===== src/rtl/vscale_htif_pcr_arbiter.sv =====
// Round-robin arbiter sharing the CSR file's HTIF PCR port between two host-side requesters.
// One transaction in flight; the CSR-side request and the requester responses come from flops.
module vscale_htif_pcr_arbiter #(
    parameter int unsigned ADDR_W = 12,
    parameter int unsigned DATA_W = 64
) (
    input  logic              clk,
    input  logic              reset,

    input  logic              req0_valid,
    output logic              req0_ready,
    input  logic              req0_rw,
    input  logic [ADDR_W-1:0] req0_addr,
    input  logic [DATA_W-1:0] req0_data,
    output logic              resp0_valid,
    input  logic              resp0_ready,
    output logic [DATA_W-1:0] resp0_data,

    input  logic              req1_valid,
    output logic              req1_ready,
    input  logic              req1_rw,
    input  logic [ADDR_W-1:0] req1_addr,
    input  logic [DATA_W-1:0] req1_data,
    output logic              resp1_valid,
    input  logic              resp1_ready,
    output logic [DATA_W-1:0] resp1_data,

    output logic              pcr_req_valid,
    input  logic              pcr_req_ready,
    output logic              pcr_req_rw,
    output logic [ADDR_W-1:0] pcr_req_addr,
    output logic [DATA_W-1:0] pcr_req_data,
    input  logic              pcr_resp_valid,
    output logic              pcr_resp_ready,
    input  logic [DATA_W-1:0] pcr_resp_data,

    output logic              busy,
    output logic              owner
);

    typedef enum logic [1:0] {
        IDLE  = 2'd0,
        ISSUE = 2'd1,
        WAIT  = 2'd2,
        RESP  = 2'd3
    } state_t;

    state_t            state;
    state_t            state_next;
    logic              prio;
    logic              prio_next;
    logic              owner_next;
    logic              grant1_c;
    logic              accept_c;
    logic              load_resp_c;
    logic              resp_taken_c;
    logic [DATA_W-1:0] resp_data_q;

    // Requester 1 wins when it is the only one asking or when it holds priority.
    always_comb begin
        grant1_c   = req1_valid && (!req0_valid || prio);
        req0_ready = 1'b0;
        req1_ready = 1'b0;
        if ((state == IDLE) && !reset) begin
            req0_ready = req0_valid && !grant1_c;
            req1_ready = grant1_c;
        end
    end

    assign accept_c     = req0_ready || req1_ready;
    assign resp_taken_c = owner ? resp1_ready : resp0_ready;

    always_ff @(posedge clk) begin
        if (reset) begin
            state <= IDLE;
        end else begin
            state <= state_next;
        end
    end

    always_comb begin
        state_next  = state;
        prio_next   = prio;
        owner_next  = owner;
        load_resp_c = 1'b0;
        case (state)
            IDLE: begin
                if (accept_c) begin
                    state_next = ISSUE;
                    owner_next = grant1_c;
                end
            end
            ISSUE: begin
                if (pcr_req_ready) begin
                    state_next = WAIT;
                end
            end
            WAIT: begin
                if (pcr_resp_valid) begin
                    state_next  = RESP;
                    load_resp_c = 1'b1;
                end
            end
            RESP: begin
                // Pointer only advances once the owner has taken its response.
                if (resp_taken_c) begin
                    state_next = IDLE;
                    prio_next  = ~owner;
                end
            end
            default: state_next = IDLE;
        endcase
    end

    // Handshake outputs are registered from the next state so both sides see flop-driven controls.
    always_ff @(posedge clk) begin
        if (reset) begin
            prio           <= 1'b0;
            owner          <= 1'b0;
            busy           <= 1'b0;
            pcr_req_valid  <= 1'b0;
            pcr_resp_ready <= 1'b0;
            resp0_valid    <= 1'b0;
            resp1_valid    <= 1'b0;
            pcr_req_rw     <= 1'b0;
            pcr_req_addr   <= '0;
            pcr_req_data   <= '0;
            resp_data_q    <= '0;
        end else begin
            prio           <= prio_next;
            owner          <= owner_next;
            busy           <= (state_next != IDLE);
            pcr_req_valid  <= (state_next == ISSUE);
            pcr_resp_ready <= (state_next == WAIT);
            resp0_valid    <= (state_next == RESP) && !owner_next;
            resp1_valid    <= (state_next == RESP) && owner_next;
            if (accept_c) begin
                pcr_req_rw   <= grant1_c ? req1_rw   : req0_rw;
                pcr_req_addr <= grant1_c ? req1_addr : req0_addr;
                pcr_req_data <= grant1_c ? req1_data : req0_data;
            end
            if (load_resp_c) begin
                resp_data_q <= pcr_resp_data;
            end
        end
    end

    assign resp0_data = resp_data_q;
    assign resp1_data = resp_data_q;

endmodule


===== config.mk =====
export PLATFORM = sky130hd
export DESIGN_NAME = vscale_htif_pcr_arbiter
export DESIGN_NICKNAME = d
export VERILOG_FILES = /design/src/rtl/vscale_htif_pcr_arbiter.sv
export SDC_FILE = /design/constraint.sdc
export NUM_CORES = 1
export LEC_CHECK = 0
export ABC_AREA = 1
export CORE_AREA = 2 2 168 170
export DETAILED_ROUTE_END_ITERATION = 8
export DIE_AREA = 0 0 170 172
export MAX_ROUTING_LAYER = met4
export SYNTH_ARGS = -nofsm -noshare
export SYNTH_HDL_FRONTEND = slang
export SYNTH_SLANG_ARGS = --single-unit

===== constraint.sdc =====
create_clock -name clk -period 3 [get_ports clk]
set_input_delay 0.3 -clock clk [delete_from_list [all_inputs] [get_ports clk]]
set_output_delay 0.3 -clock clk [all_outputs]
set_load 0.05 [all_outputs]

==> run_results.csv <==
group,metric,value,unit
place,portBuffers,438,
die,pin_count,439,
setup_path,endpoint_kind,"output pin",
die,core,27500,um2
timing,grt_setup_unrepaired,"no",
flow_run,drv_cap,0,
grt,grt_pass1_wl,36200,um
grt,use_met2,0.282,
place,dp_hpwl,18100,um
min_path,hp-class,"input pin to flop",
die,rows,61,
cts,cts.repair.resized,0,
grt,gr-usage-met1,0.191,
timing,fin_crit,2.56,ns
cts,clkSinkCount,150,
detailed_routing,antenna_left,0,
synthesis,avgSynthCellArea,6.73,um2
synthesis,synth-xor-area-share,0,
synthesis,synth_top_family_by_area,"simple AND/OR/NAND/NOR gates",
timing,worst_pin_slew,0.692,ns
timing,finClkSkew,0.0117,ns
detailed_routing,dr.first_iter.drc_count,411,
synthesis,syn_area,6590,um2
cts,clk_transition_reported_paths,0.07,ns
timing,hold_viol,0,
finish,register_area,3000,um2
min_path,hp-start,"pcr_resp_data[57]",
synthesis,synth_seq_area_share,0.456,
setup_path,critPathKind,"flop to output pin",
synthesis,syn_nets,1205,
die,initial_core_util,0.240,
detailed_routing,drt-wirelength-per-cell,14.7,um
timing,slew_viol_final,0,
cts,cts_made_buffers,17,
synthesis,synth_area_leader_cell,"dfxtp_1",
grt,gr-total-overflow,0,
synthesis,synth_mux_area_frac,0,
status,status,"finished, final reports clean",
synthesis,synth_fa_ha_area_frac,0,
timing,setup_viol,0,
timing,clock.fmax,0.391,GHz
timing,finalCritPeriodShare,0.853,
pwr,leakagePower,4.88,nW
synthesis,synth_seq_cells,150,
synthesis,synth_common_cells,"292 x nor2_1, 249 x nand2_1, 150 x dfxtp_1",
synthesis,synth-compound-area-share,0.113,
finish,nFillCells,2864,
finish,syn2layout_area_growth,72.8,%
synthesis,synth_area_leaders,"dfxtp_1 46%, nor2_1 17%, nand2_1 14%",
synthesis,yosys_warnings,0,
finish,postLayoutCellArea,11400,um2
min_path,holdPathEnd,"resp0_data[57]$_SDFFE_PP0P_",
synthesis,ys_async_sr_fraction,0,
setup_path,r2r_start,"prio$_SDFFE_PP0P_",
grt,grt_usage,0.164,
synthesis,synth_top_area_share,0.456,
cts,cts_root_buf,"clkbuf_16",
detailed_routing,drt-total-wl,24700,um
min_path,holdPathStages,3,
die,die_w,170,um
cts,post_cts_buffers,0,
setup_path,critical_path_arrival,2.26,ns
synthesis,ys_dominant_reg_cell,"dfxtp_1",
setup_path,rr_endpoint,"pcr_req_data[21]$_SDFFE_PP0P_",
grt,antenna_found_initial,1,
grt,grt_util_met3,0.0375,
die,dieArea,29200,um2
setup_path,rrSetupSlack,1.04,ns
synthesis,yosysMostFrequentCell,"nor2_1",
detailed_routing,via_per_inst,4.22,
synthesis,syn-instance-count,979,
synthesis,ys_types,17,
grt,grt_pass1_vias,6639,
grt,gr-max-usage-layer,"met2",
synthesis,synth_simple_gate_area_frac,0.311,
setup_path,cp_data_required_time,2.70,ns
detailed_routing,drc,0,
cts,clkLatencyLatePin,0.42,ns
cts,ctsHoldBuffers,0,
setup_path,reg2regPathDepth,8,
detailed_routing,dr.pass1.iters,4,
timing,tns,0,ns
cts,cts_tree,"built",
timing,slew_headroom,0.538,
finish,multi_input_area,2820,um2
pwr,peakVddDrop,0.000263,V
finish,final_nets,1546,
cts,clock_path_buffers,2,
finish,drive_above_1_share,0.0383,
cts,cts.htree.levels,4,
synthesis,synth_edf_count,0,
pwr,p_per_area,524,nW/um2
place,gp_congestion,0.864,
grt,grt_start_max_net_pins,86,
die,die_h,172,um
setup_path,startpoint_type,"flop",
setup_path,path_max_fanout,4,
place,dpl_cell_area,10800,um2
detailed_routing,vias,7092,
## cells in the final DEF, fill, tap and decap left out, types with 2 or more instances in the layout
| cell | n |
|---|---|
| inv_6 | 5 |
| dfxtp_1 | 150 |
| buf_12 | 5 |
| clkinv_2 | 2 |
| nand2_1 | 249 |
| clkdlybuf4s50_1 | 438 |
| clkbuf_8 | 2 |
| nor2_1 | 291 |
| o21ai_0 | 132 |
| inv_8 | 2 |
| inv_1 | 8 |
| inv_2 | 3 |
| o21ai_1 | 10 |
| a21oi_1 | 3 |
| clkbuf_16 | 17 |
| clkinvlp_4 | 4 |
| buf_4 | 5 |
## routing by layer
layer / vias up / share of wire / wire, um
met5: - / 0 / 0
met4: 0 / 0.016 / 401
met3: 22 / 0.064 / 1570
met2: 256 / 0.49 / 12100
met1: 3150 / 0.43 / 10600
li1: 3664 / - / -
## metrics by stage
| stage | worst slack (ns) | std cells | utilization | power (W) | hold WS [ns] |
|---|---|---|---|---|---|
| 2_1_floorplan | 1.27 | 979 | - | 0.00323 | 0.372 |
| 3_3_place_gp | 0.520 | 1647 | 0.394 | 0.00395 | 0.483 |
| 3_5_place_dp | 0.531 | 1647 | 0.394 | 0.00396 | 0.492 |
| 4_1_cts | 0.397 | 1679 | 0.414 | 0.00606 | 0.440 |
| 5_1_grt | 0.291 | 1680 | 0.414 | 0.00624 | 0.455 |
| 6_report | 0.442 | 1680 | 0.414 | 0.00596 | 0.466 |
## critical path, stage by stage, from the launching register on
cell	delay, ns
dfxtp_1	0.36
inv_1	0.07
nand2_1	0.07
nor2_2	0.18
nand2_1	0.13
nor2_1	0.17
clkdlybuf4s50_1	0.86
## cell type report
cell class	instances	share of cell area
diodes	1	0.000220
clock buffers	19	0.0398
clock inverters	13	0.00967
inverters	12	0.00407
multi-input cells	691	0.247
flip-flops and latches	150	0.264
well taps	346	0.0380
repair buffers	448	0.397
## worst max-delay path by stage
| stage | from | endpoint | slack (ns) | depth (start not counted) |
|---|---|---|---|---|
| finish | state[0]$_SDFF_PP0_ | req0_ready | 0.44 | 6 |
| global route | state[0]$_SDFF_PP0_ | req0_ready | 0.29 | 6 |
| CTS | state[0]$_SDFF_PP0_ | req0_ready | 0.40 | 6 |
| detailed placement | reset | req0_ready | 0.53 | 5 |
| global placement | reset | req0_ready | 0.52 | 5 |
| floorplan | req1_valid | req0_ready | 1.27 | 4 |
## sequential cells by signal, summed over array words and instances (netlist names)
signal          count
resp1_valid         1
prio                1
busy                1
pcr_req_rw          1
owner               1
pcr_req_valid       1
state               2
resp0_valid         1
pcr_req_addr       12
resp0_data         64
pcr_resp_ready      1
pcr_req_data       64
## kinds of logic (layout without fill, tap and decap cells)
family          count (synthesis)  in the layout
simple gates                  544            544
flops                         150            150
compound gates                147            147
buf+inv                       138            492
other cells                     0              1
## report_power, final
group          switching (W)  total [W]  internal [W]  leakage (nW)
clock               0.000927    0.00205       0.00113         0.267
sequential         0.0000838    0.00222       0.00214          1.23
combinational        0.00103    0.00169      0.000664          3.38
No activity file was read; power rests on OpenSTA's default activity.
